[config.mk]
export PLATFORM = sky130hd
export DESIGN_NAME = projectile_pool_flat
export DESIGN_NICKNAME = d
export VERILOG_FILES = /design/src/rtl/pokemon_pkg.sv /design/src/rtl/projectile_pool_if.sv /design/src/rtl/free_slot_finder.sv /design/src/rtl/projectile_pool.sv /design/src/flat_wrapper.sv
export SDC_FILE = /design/constraint.sdc
export NUM_CORES = 1
export LEC_CHECK = 0
export ABC_CLOCK_PERIOD_IN_PS = 10900
export BUFFER_PORTS_ARGS = -buffer_cell sky130_fd_sc_hd__buf_2
export CORE_ASPECT_RATIO = 0.9
export CORE_MARGIN = 2
export CORE_UTILIZATION = 55
export CTS_BUF_LIST = sky130_fd_sc_hd__clkbuf_4 sky130_fd_sc_hd__clkbuf_8 sky130_fd_sc_hd__clkbuf_16
export CTS_CLUSTER_DIAMETER = 100
export CTS_CLUSTER_SIZE = 30
export DETAILED_ROUTE_END_ITERATION = 12
export GPL_ROUTABILITY_DRIVEN = 0
export GPL_TIMING_DRIVEN = 0
export PLACE_DENSITY = 0.78
export SYNTH_ARGS = -nofsm -noshare
export SYNTH_HDL_FRONTEND = slang
export SYNTH_HIERARCHICAL = 1
export SYNTH_SLANG_ARGS = --single-unit
[constraint.sdc]
create_clock -name single_pulse_clk -period 10.9 [get_ports single_pulse_clk]
set_input_delay 0 -clock single_pulse_clk [delete_from_list [all_inputs] [get_ports single_pulse_clk]]
set_output_delay 0 -clock single_pulse_clk [all_outputs]
set_load 0.01 [all_outputs]
[src/rtl/pokemon_pkg.sv]
// Shared battle-screen constants: screen geometry, projectile width and default sprite sizes.
package pokemon_pkg;
   localparam int SCREEN_W     = 96;
   localparam int SCREEN_H     = 64;
   localparam int Y_W          = $clog2(SCREEN_H);
   localparam int PROJ_W       = 4;
   localparam int DEF_TARGET_W = 22;
   localparam int DEF_TARGET_H = 20;
   localparam int DEF_PROJ_H   = 5;

   function automatic logic spans_overlap(input int a_lo, input int a_hi,
                                          input int b_lo, input int b_hi);
      return (a_lo <= b_hi) && (b_lo <= a_hi);
   endfunction
endpackage

[src/rtl/projectile_pool_if.sv]
// Control inputs and display/health outputs of one attacker's projectile pool.
interface projectile_pool_if #(
   parameter int N_SLOTS = 12,
   parameter int X_W     = 7
);
   import pokemon_pkg::*;

   logic                     clear;
   logic                     move_tick;
   logic                     shoot;
   logic [Y_W-1:0]           shoot_y;
   logic [Y_W-1:0]           target_top_y;
   logic                     shield_active;
   logic [N_SLOTS-1:0]       slot_en;
   logic [N_SLOTS*X_W-1:0]   slot_x;
   logic [N_SLOTS*Y_W-1:0]   slot_y;
   logic                     hit;
   logic                     blocked;
   logic [7:0]               health;
   logic                     alive;
   logic                     full;

   modport slave (
      input  clear, move_tick, shoot, shoot_y, target_top_y, shield_active,
      output slot_en, slot_x, slot_y, hit, blocked, health, alive, full
   );

   modport master (
      output clear, move_tick, shoot, shoot_y, target_top_y, shield_active,
      input  slot_en, slot_x, slot_y, hit, blocked, health, alive, full
   );
endinterface

[src/rtl/free_slot_finder.sv]
// Lowest-set-bit priority encoder: picks the lowest-index free projectile slot.
module free_slot_finder #(
   parameter int N     = 12,
   parameter int IDX_W = (N > 1) ? $clog2(N) : 1
) (
   input  logic [N-1:0]     free_mask,
   output logic [IDX_W-1:0] index,
   output logic             found
);
   always_comb begin
      index = '0;
      found = 1'b0;
      for (int i = N - 1; i >= 0; i--) begin
         if (free_mask[i]) begin
            index = IDX_W'(i);
            found = 1'b1;
         end
      end
   end
endmodule

[src/rtl/projectile_pool.sv]
// Projectile slot manager for one attacker: spawns shots, moves them on move_tick,
// resolves hits/blocks against the defender sprite and tracks defender health.
module projectile_pool
   import pokemon_pkg::*;
#(
   parameter int N_SLOTS    = 12,
   parameter int X_W        = 7,
   parameter int SPAWN_X    = 10,
   parameter bit DIR        = 1'b1,
   parameter int SPEED      = 1,
   parameter int TARGET_X   = 74,
   parameter int TARGET_W   = DEF_TARGET_W,
   parameter int TARGET_H   = DEF_TARGET_H,
   parameter int PROJ_H     = DEF_PROJ_H,
   parameter int COOLDOWN   = 8,
   parameter int HEALTH_MAX = 100,
   parameter int DAMAGE     = 5
) (
   input  logic             single_pulse_clk,
   input  logic             reset,
   projectile_pool_if.slave pool
);
   localparam int IDX_W = (N_SLOTS > 1) ? $clog2(N_SLOTS) : 1;
   localparam int CD_W  = (COOLDOWN > 0) ? $clog2(COOLDOWN + 1) : 1;

   logic [N_SLOTS-1:0]     en_q, en_d;
   logic [N_SLOTS*X_W-1:0] x_q, x_d;
   logic [N_SLOTS*Y_W-1:0] y_q, y_d;
   logic [CD_W-1:0]        cd_q, cd_d;
   logic [7:0]             health_q, health_d;
   logic                   hit_q, blocked_q, alive_q, full_q;
   logic [N_SLOTS-1:0]     hit_vec, blk_vec;
   logic [IDX_W-1:0]       free_idx;
   logic                   free_found;
   logic                   accept;
   logic [9:0]             dmg;
   int                     nx;
   int                     k;

   free_slot_finder #(.N(N_SLOTS), .IDX_W(IDX_W)) u_finder (
      .free_mask (~en_q),
      .index     (free_idx),
      .found     (free_found)
   );

   always_comb begin
      en_d    = en_q;
      x_d     = x_q;
      y_d     = y_q;
      hit_vec = '0;
      blk_vec = '0;
      nx      = 0;
      k       = 0;

      if (pool.move_tick) begin
         for (int i = 0; i < N_SLOTS; i++) begin
            if (en_q[i]) begin
               nx = DIR ? int'(x_q[i*X_W +: X_W]) + SPEED
                        : int'(x_q[i*X_W +: X_W]) - SPEED;
               if (nx < 0 || nx >= SCREEN_W) begin
                  en_d[i] = 1'b0;
               end else if (spans_overlap(nx, nx + PROJ_W - 1,
                                          TARGET_X, TARGET_X + TARGET_W - 1) &&
                            spans_overlap(int'(y_q[i*Y_W +: Y_W]),
                                          int'(y_q[i*Y_W +: Y_W]) + PROJ_H - 1,
                                          int'(pool.target_top_y),
                                          int'(pool.target_top_y) + TARGET_H - 1)) begin
                  en_d[i] = 1'b0;
                  if (pool.shield_active) blk_vec[i] = 1'b1;
                  else                    hit_vec[i] = 1'b1;
               end else begin
                  x_d[i*X_W +: X_W] = nx[X_W-1:0];
               end
            end
         end
      end

      // Spawn uses the pre-tick free mask, so a slot freed this tick waits a cycle.
      accept = pool.shoot && (cd_q == '0) && !full_q && alive_q && free_found;
      if (accept) begin
         en_d[free_idx]                    = 1'b1;
         x_d[int'(free_idx)*X_W +: X_W]    = X_W'(SPAWN_X);
         y_d[int'(free_idx)*Y_W +: Y_W]    = pool.shoot_y;
      end

      cd_d = cd_q;
      if (accept)                              cd_d = CD_W'(COOLDOWN);
      else if (pool.move_tick && cd_q != '0)   cd_d = cd_q - CD_W'(1);

      for (int i = 0; i < N_SLOTS; i++) begin
         if (hit_vec[i]) k++;
      end
      dmg      = 10'(k * DAMAGE);
      health_d = health_q;
      if (alive_q) begin
         health_d = ({2'b00, health_q} > dmg) ? 8'({2'b00, health_q} - dmg) : 8'd0;
      end
   end

   always_ff @(posedge single_pulse_clk or posedge reset) begin
      if (reset) begin
         en_q      <= '0;
         x_q       <= '0;
         y_q       <= '0;
         cd_q      <= '0;
         health_q  <= 8'(HEALTH_MAX);
         hit_q     <= 1'b0;
         blocked_q <= 1'b0;
         alive_q   <= 1'b1;
         full_q    <= 1'b0;
      end else if (pool.clear) begin
         en_q      <= '0;
         x_q       <= '0;
         y_q       <= '0;
         cd_q      <= '0;
         health_q  <= 8'(HEALTH_MAX);
         hit_q     <= 1'b0;
         blocked_q <= 1'b0;
         alive_q   <= 1'b1;
         full_q    <= 1'b0;
      end else begin
         en_q      <= en_d;
         x_q       <= x_d;
         y_q       <= y_d;
         cd_q      <= cd_d;
         health_q  <= health_d;
         hit_q     <= |hit_vec;
         blocked_q <= |blk_vec;
         alive_q   <= (health_d != 8'd0);
         full_q    <= &en_d;
      end
   end

   assign pool.slot_en = en_q;
   assign pool.slot_x  = x_q;
   assign pool.slot_y  = y_q;
   assign pool.hit     = hit_q;
   assign pool.blocked = blocked_q;
   assign pool.health  = health_q;
   assign pool.alive   = alive_q;
   assign pool.full    = full_q;
endmodule

[src/flat_wrapper.sv]
// flat-port wrapper written by rule: the top's interface ports become plain ports
module projectile_pool_flat import pokemon_pkg::*;
#(
   parameter int N_SLOTS    = 12,
   parameter int X_W        = 7,
   parameter int SPAWN_X    = 10,
   parameter bit DIR        = 1'b1,
   parameter int SPEED      = 1,
   parameter int TARGET_X   = 74,
   parameter int TARGET_W   = DEF_TARGET_W,
   parameter int TARGET_H   = DEF_TARGET_H,
   parameter int PROJ_H     = DEF_PROJ_H,
   parameter int COOLDOWN   = 8,
   parameter int HEALTH_MAX = 100,
   parameter int DAMAGE     = 5
)
  (single_pulse_clk, reset, pool_clear, pool_move_tick, pool_shoot, pool_shoot_y, pool_target_top_y, pool_shield_active, pool_slot_en, pool_slot_x, pool_slot_y, pool_hit, pool_blocked, pool_health, pool_alive, pool_full);
  projectile_pool_if #(.N_SLOTS(N_SLOTS), .X_W(X_W)) pool_i ();
  input  logic single_pulse_clk;
  input  logic reset;
  input wire logic [$bits(pool_i.clear)-1:0] pool_clear;
  input wire logic [$bits(pool_i.move_tick)-1:0] pool_move_tick;
  input wire logic [$bits(pool_i.shoot)-1:0] pool_shoot;
  input wire logic [$bits(pool_i.shoot_y)-1:0] pool_shoot_y;
  input wire logic [$bits(pool_i.target_top_y)-1:0] pool_target_top_y;
  input wire logic [$bits(pool_i.shield_active)-1:0] pool_shield_active;
  output wire logic [$bits(pool_i.slot_en)-1:0] pool_slot_en;
  output wire logic [$bits(pool_i.slot_x)-1:0] pool_slot_x;
  output wire logic [$bits(pool_i.slot_y)-1:0] pool_slot_y;
  output wire logic [$bits(pool_i.hit)-1:0] pool_hit;
  output wire logic [$bits(pool_i.blocked)-1:0] pool_blocked;
  output wire logic [$bits(pool_i.health)-1:0] pool_health;
  output wire logic [$bits(pool_i.alive)-1:0] pool_alive;
  output wire logic [$bits(pool_i.full)-1:0] pool_full;
  assign pool_i.clear = pool_clear;
  assign pool_i.move_tick = pool_move_tick;
  assign pool_i.shoot = pool_shoot;
  assign pool_i.shoot_y = pool_shoot_y;
  assign pool_i.target_top_y = pool_target_top_y;
  assign pool_i.shield_active = pool_shield_active;
  assign pool_slot_en = pool_i.slot_en;
  assign pool_slot_x = pool_i.slot_x;
  assign pool_slot_y = pool_i.slot_y;
  assign pool_hit = pool_i.hit;
  assign pool_blocked = pool_i.blocked;
  assign pool_health = pool_i.health;
  assign pool_alive = pool_i.alive;
  assign pool_full = pool_i.full;
  projectile_pool #(.N_SLOTS(N_SLOTS), .X_W(X_W), .SPAWN_X(SPAWN_X), .DIR(DIR), .SPEED(SPEED), .TARGET_X(TARGET_X), .TARGET_W(TARGET_W), .TARGET_H(TARGET_H), .PROJ_H(PROJ_H), .COOLDOWN(COOLDOWN), .HEALTH_MAX(HEALTH_MAX), .DAMAGE(DAMAGE)) u_core (.single_pulse_clk(single_pulse_clk), .reset(reset), .pool(pool_i));
endmodule
# Yosys cells after proc, flatten, opt, wreduce, memory -nomap -nowiden
# Index checks and enable logic that the tools add are counted.
[word_totals]
ff_bits = 184
in_bits = 18
out_inout_bits = 180
wordCells = 439
[op_classes]
add_sub_neg = 77
multipliers = 3
order_cmp = 75
n_shift = 4
n_mux = 206
bitwise_logic = 2
n_reduce_logical = 63
[ops]
columns = ["operator", "count"]
rows = [
  ["subtractor 32 x 2 -> 32 bit (second input constant)", 25],
  ["less-or-equal comparator 7 x 32 -> 1 bit", 24],
  ["adder 32 x 4 -> 32 bit (second input constant)", 12],
  ["greater-or-equal comparator 32 x 8 -> 1 bit (second input constant)", 12],
  ["less-or-equal comparator 32 x 8 -> 1 bit (second input constant)", 12],
  ["less-or-equal comparator 8 x 32 -> 1 bit (first input constant)", 12],
  ["< comparator 32 x 1 -> 1 bit (second input constant)", 12],
  ["2-to-1 mux 32 bit", 11],
  ["adder 32 x 2 -> 32 bit (second input constant)", 10],
  ["2-to-1 mux 7 bit", 36],
  ["2-to-1 mux 84 bit", 3],
  ["2-to-1 mux 72 bit", 2],
  ["2-to-1 mux 1 bit", 128],
  ["adder 7 x 1 -> 8 bit (second input constant)", 12],
  ["adder 6 x 3 -> 7 bit (second input constant)", 12],
  ["bitwise mux 84 bit", 1],
  ["variable shift 7 x 33 -> 84 bit (first input constant)", 1],
  ["indexed part select 7 x 33 -> 84 bit (first input constant)", 1],
  ["bitwise mux 72 bit", 1],
  ["variable shift 6 x 33 -> 72 bit (first input constant)", 1],
  ["indexed part select 6 x 33 -> 72 bit", 1],
  ["negator 32 -> 33 bit", 2],
  ["2-to-1 mux 12 bit", 5],
  ["2-to-1 mux 4 bit", 15],
  ["24 further kinds", 79],
]

# Longest topological paths before layout
[logic_depth]
ltp_word = 39
mapped_depth = 61
mapped_depth_nobuf = 61

# Cells and area by module
# Netlist, hierarchy kept.
[by_module_without_submodules]
columns = ["module", "n_inst", "cells_each", "area_per_inst_um2"]
rows = [
  ["projectile_pool", 1, 2274, 18423.9],
  ["free_slot_finder", 1, 22, 128.9],
]

# Least setup slack after synthesis
# OpenSTA, ideal clock, no wires.
[synth_timing]
path_kind = "input to register"
start = "input port pool_target_top_y[0]"
end = "register u_core.alive_q (netlist: u_core/pool.alive)"
setup_ns = 0.059
arrival_time_ns = 11.708
t_required_ns = 10.841
slack_ns = -0.867
cell_stages = 59
n_path_buf = 0
cell_sequence = "inv_1 ha_1 xor2_1 ha_1 o21a_1 o21a_1 o21ai_0 nand2b_1 a21oi_1 o22ai_1 nor2_1 o21ai_0 nor2b_1 and2_1 ha_1 xnor2_1 inv_1 ha_1 [... 23 more ...] ha_1 mux2_2 ha_1 ha_1 inv_1 fa_1 inv_1 a21oi_1 o21bai_1 xnor2_1 ha_1 nand4_1 o21ai_0 nor4_1 a22oi_1 and3_1 nand3_1 or3_1"
[synth_between]
elab_chain_len = 38
elab_cells_between_ends = 117
classes_between = "14 x add/sub; 1 x mul; 25 x order compare; 52 x mux; 25 x reduce/logical"
[synth_rtl]
columns = ["element", "line", "source"]
rows = [
  ["from (decl)", "flat_wrapper.sv:25", "input wire logic [$bits(pool_i.target_top_y)-1:0] pool_target_top_y;"],
  ["adder 6 x 5 -> 7 bit", "projectile_pool.sv:67", "int'(pool.target_top_y) + TARGET_H - 1)) begin"],
  ["subtractor 32 x 2 -> 32 bit", "projectile_pool.sv:67", ""],
  ["less-or-equal comparator 7 x 32 -> 1 bit", "pokemon_pkg.sv:13", "return (a_lo <= b_hi) && (b_lo <= a_hi);"],
  ["logical AND 1 bit", "pokemon_pkg.sv:13", ""],
  ["logical AND 1 bit", "projectile_pool.sv:63", "TARGET_X, TARGET_X + TARGET_W - 1) &&"],
  ["2-to-1 mux 1 bit", "projectile_pool.sv:62", "end else if (spans_overlap(nx, nx + PROJ_W - 1,"],
  ["2-to-1 mux 1 bit", "projectile_pool.sv:60", "if (nx < 0 || nx >= SCREEN_W) begin"],
  ["2-to-1 mux 1 bit", "projectile_pool.sv:57", "if (en_q[i]) begin"],
  ["[... 22 more ...]", "n/a", ""],
  ["adder 32 x 2 -> 32 bit", "projectile_pool.sv:91", "if (hit_vec[i]) k++;"],
  ["2-to-1 mux 32 bit *", "projectile_pool.sv:91", ""],
  ["multiplier 32 x 4 -> 10 bit *", "projectile_pool.sv:93", "dmg = 10'(k * DAMAGE);"],
  ["subtractor 8 bit or > comparator 8 x 10 -> 1 bit (tied branches)", "projectile_pool.sv:96", "health_d = ({2'b00, health_q} > dmg) ? 8'({2'b00, health_q} - dmg) : 8'd0;"],
  ["2-to-1 mux 8 bit *", "projectile_pool.sv:96", ""],
  ["2-to-1 mux 8 bit *", "projectile_pool.sv:95", "if (alive_q) begin"],
  ["nonzero test 8 bit *", "projectile_pool.sv:129", "alive_q <= (health_d != 8'd0);"],
  ["2-to-1 mux 1 bit *", "projectile_pool.sv:111", "end else if (pool.clear) begin"],
  ["to (signal assigned)", "projectile_pool.sv:129", ""],
  ["to (decl)", "projectile_pool.sv:31", "logic hit_q, blocked_q, alive_q, full_q;"],
]
# Every way passes the cells marked *; elsewhere a longest branch is shown, timed or not.
# A chain may end at the register's enable or synchronous reset.

# Worst setup path in the final report
[layout_timing]
start = "register u_core.y_q[14] (netlist: u_core/pool.slot_y[14])"
end = "register u_core.alive_q (netlist: u_core/pool.alive)"
[layout_between]
elab_chain_len = 34
elab_cells_between_ends = 36
classes_between = "12 x add/sub; 1 x mul; 3 x order compare; 17 x mux; 3 x reduce/logical"
[layout_rtl]
columns = ["element", "line", "source"]
rows = [
  ["from (decl)", "projectile_pool.sv:28", "logic [N_SLOTS*Y_W-1:0] y_q, y_d;"],
  ["from (signal assigned)", "projectile_pool.sv:124", "y_q <= y_d;"],
  ["adder 6 x 3 -> 7 bit", "projectile_pool.sv:65", "int'(y_q[i*Y_W +: Y_W]) + PROJ_H - 1,"],
  ["subtractor 32 x 2 -> 32 bit", "projectile_pool.sv:65", ""],
  ["less-or-equal comparator 7 x 32 -> 1 bit", "pokemon_pkg.sv:13", ""],
  ["logical AND 1 bit *", "pokemon_pkg.sv:13", ""],
  ["logical AND 1 bit *", "projectile_pool.sv:63", ""],
  ["2-to-1 mux 1 bit *", "projectile_pool.sv:62", ""],
  ["2-to-1 mux 1 bit *", "projectile_pool.sv:60", ""],
  ["2-to-1 mux 1 bit *", "projectile_pool.sv:57", ""],
  ["[... 18 more ...]", "n/a", ""],
  ["adder 32 x 2 -> 32 bit", "projectile_pool.sv:91", ""],
  ["2-to-1 mux 32 bit *", "projectile_pool.sv:91", ""],
  ["multiplier 32 x 4 -> 10 bit *", "projectile_pool.sv:93", ""],
  ["subtractor 8 bit or > comparator 8 x 10 -> 1 bit (tied branches)", "projectile_pool.sv:96", ""],
  ["2-to-1 mux 8 bit *", "projectile_pool.sv:96", ""],
  ["2-to-1 mux 8 bit *", "projectile_pool.sv:95", ""],
  ["nonzero test 8 bit *", "projectile_pool.sv:129", ""],
  ["2-to-1 mux 1 bit *", "projectile_pool.sv:111", ""],
]
# Marks and branches as above.

==> flow_summary.ini <==
[critical_path]
setup.worst_path.end = u_core/pool.alive
worstSetupStartpointType = flip-flop
critical_path.reg2reg.startpoint = u_core/pool.slot_y[14]
r2r_setup_slack_ns = -0.04
crit_slowest_cell = sky130_fd_sc_hd__nor4_4
element_type_at_the_critical_path_end = flip-flop
worst-r2r-cell-count = 54
cp.arrival_ns = 11.33
required_ns = 11.29
worst_setup_startpoint = u_core/pool.slot_y[14]
critical_path.max_stage_delay_ns = 0.55
worstReg2RegEnd = u_core/pool.alive
worstPathMaxFanout = 8
timing_worst_setup_path_type = flip-flop to flip-flop

[die]
placement_rows = 63
number_of_top_level_pins = 198
die_height_um = 178
design.die.area_sq_um = 35200
die_x_um = 198
floorplan.initialDensity_pct = 56.0
design.core.area_sq_um = 33100

[clock_tree]
numClockSinks = 184
cts-buffers-inserted = 17
ctsLongestPathBuffers = 2
cts_tree = built
clockRootBuffer = sky130_fd_sc_hd__clkbuf_16
source_to_sink_clock_delay_at_the_later_pin_of_the_worst_skew_pair_ns = 0.45
depth_of_the_cts_h_tree = 4
path_clk_slew_ns = 0.07

[placement]
port-buffer-count = 197
dp.final_hpwl_um = 45300
dpl.cell_count = 2918
detailed_place.area_sq_um = 20300

[detailed_routing]
detailroute.via_count = 19100
route.detailed.vias_per_inst = 6.33
routed_wire_per_std_cell_um = 20.5
drtAntennaViolNets = 0
drtIter0Drc = 2093
route.final.wire_length_um = 62000
drc = 0
drt_pre_antenna_iters = 8

[synthesis]
synth-async-reset-ratio_pct = 100
yosys.area.top_type = sky130_fd_sc_hd__dfrtp_1
synthesis.area_per_instance_sq_um = 8.08
yosysUniqueCellTypes = 94
post_synth_instance_area_sq_um = 18600
synthesis.instances = 2296
synth-warning-count = 6
synth.top_cells.by_area = sky130_fd_sc_hd__dfrtp_1 (24%), sky130_fd_sc_hd__ha_1 (17%), sky130_fd_sc_hd__xnor2_1 (5.1%)
post_synth_most_frequent_cells = sky130_fd_sc_hd__ha_1 (252), sky130_fd_sc_hd__nor2_1 (227), sky130_fd_sc_hd__nand2_1 (214)
post-synth-top-area-fraction_pct = 24.3
synth_sequential_area_ratio_pct = 24.8
ffs_latches_synth = 184
post-synth-top-count-cell = sky130_fd_sc_hd__ha_1
synth_edf_count = 0
yosys_most_used_dff = sky130_fd_sc_hd__dfrtp_1

[grt]
grt_antenna_before_repair = 1
grt_start_max_net_pins = 119
grt.total_usage_pct = 34.2
global_route.overflow_total = 0
grt_pass1_wl_um = 94600
via_count_of_the_first_global_routing_pass = 17700

[timing]
worst_clock_skew_ns = 0.0174
timing.final.setup_violations = 1
timing.slew.headroom_pct = 4.85
slew_viol_final = 0
setup_total_negative_slack_ns = -0.0408
max_fclk_ghz = 0.0914
worst_pin_slew_ns = 1.41
number_of_endpoints_with_negative_hold_slack_in_the_final_report = 0
layout_worst_path_cycle_share_pct = 100
grt_setup_unrepaired = yes
period_needed_ns = 10.94
fin_ws_ns = -0.0408

[finish]
final_cells = 3018
synthToLayoutAreaGrowth_pct = 17.9
layout.cell_area.non_filler_sq_um = 21900
layout-drive-gt1-share_pct = 17.3
final.fill_count = 2704
finish.utilization_pct = 66.1
nets = 2856

[power]
p_sw_share_pct = 43.2
p_int_mw = 1.36
cellPowerDensity_nw_per_um2 = 109
clkPwrFrac_pct = 26.9
sequentialPowerShare_pct = 31.0
vdd.ir_drop.worst_mv = 0.110
cellLeakagePower_nw = 9.76
share_comb_of_total_power_pct = 42.2
power.switching_mw = 1.03

[min_path]
hp-class = primary input to flip-flop

[status]
outcome = finished with violations
failing_checks = setup timing

[flow_run]
drv.max_cap_violation_count = 0
## how the worst min path moves through the flow
stage	startpoint	to	slack [ns]	cells past startpoint
floorplan	pool_shield_active	u_core/pool.blocked	0.12	2
global placement	pool_shield_active	u_core/pool.blocked	0.28	3
detailed placement	reset	u_core/pool.slot_x[67]	0.26	2
CTS	pool_move_tick	u_core/pool.slot_en[3]	0.002	4
global route	pool_move_tick	u_core/pool.slot_en[6]	0.04	4
finish	pool_move_tick	u_core/pool.slot_en[3]	0.02	4
## layer usage
metal  routed length [um]  vias up  global-route usage, %
met1                25400     9062                   45.8
li1                     -     8788                      -
met4                 3130        0                   16.3
met2                27100     1042                   52.7
met3                 6370      214                   7.30
met5                    0        -                      0
## cell families (layout without fill, tap and decap cells)
logic type	Yosys count	in the layout	share of synthesized area [%]
buffers and inverters	204	502	4.17
adders and majority gates	255	255	17.3
DFF	184	184	24.8
xor gates and xnor gates	177	177	8.99
and+or+nand+nor	899	899	24.0
AOI/OAI and AO/OA	533	533	18.2
other	1	3	0.0202
muxes	43	43	2.42
## worst max-delay path, delay by kind of cell, from the launching register on
kind	cells	cell delay (ns)
adder cells (fa/ha/maj)	14	3.64
AND/OR/NAND/NOR	15	2.36
AO/OA/AOI/OAI	10	1.94
multiplexers	5	1.20
XOR/XNOR	4	0.66
buffers and inverters	6	0.64
flip-flops	1	0.44
## layout by cell type, fill, tap and decap left out, types with 65 or more instances in the layout
cell type | synthesis | routed
sky130_fd_sc_hd__inv_1 | 128 | 121
sky130_fd_sc_hd__ha_1 | 252 | 232
sky130_fd_sc_hd__xnor2_1 | 107 | 101
sky130_fd_sc_hd__nand3_1 | 95 | 93
sky130_fd_sc_hd__a21oi_1 | 165 | 158
sky130_fd_sc_hd__nor2_1 | 227 | 226
sky130_fd_sc_hd__clkbuf_1 | 67 | 65
sky130_fd_sc_hd__buf_2 | 6 | 201
sky130_fd_sc_hd__o21ai_0 | 129 | 120
sky130_fd_sc_hd__nand2_1 | 214 | 213
sky130_fd_sc_hd__dfrtp_1 | 180 | 166
## final cells by class
type	count	area (sq um)	area share [%]
Clock inverter	12	141	0.646
Timing Repair inverter	1	5.00	0.0229
Inverter	130	499	2.28
Multi-Input combinational cell	1909	13700	62.8
Antenna cell	1	2.50	0.0114
Clock buffer	19	447	2.04
Timing Repair Buffer	268	1600	7.31
Buffer	72	278	1.27
Sequential cell	184	4630	21.1
Tap cell	422	528	2.41
## flip-flops by register name, summed over array words and instances, names as in the netlist
signal,cells
u_core/pool.slot_en,12
u_core/cd_q,4
u_core/pool.blocked,1
u_core/pool.slot_y,72
u_core/pool.alive,1
u_core/pool.hit,1
u_core/pool.health,8
u_core/pool.slot_x,84
u_core/pool.full,1
## through the flow
step	power, mW	setup WS (ns)	hold WS [ns]
6_report	2.39	-0.0408	0.0172
5_1_grt	2.50	-0.389	0.0450
4_1_cts	2.34	0.00606	0.00181
3_5_place_dp	1.67	-1.92	0.257
3_3_place_gp	1.65	-1.76	0.278
2_1_floorplan	1.38	0.0569	0.121
## what timing repair did
action | 4_1_cts | 5_1_grt
hold buffers | 3 | 0
pin swaps | 33 | 52
setup buffers | 43 | 25
hold endpoints to repair | 119 | 0
endpoints found under the setup margin | 9 | 9
gates resized for setup | 54 | 39
cloned | 1 | 0
## power by group through the flow
stage / clock [mW] / sequential, mW / combinational (mW)
floorplan: 0 / 0.751 / 0.627
global placement: 0 / 0.751 / 0.896
detailed placement: 0 / 0.751 / 0.922
CTS: 0.653 / 0.739 / 0.949
global route: 0.680 / 0.743 / 1.07
finish: 0.642 / 0.741 / 1.01
No activity file was read; power rests on OpenSTA's default activity.
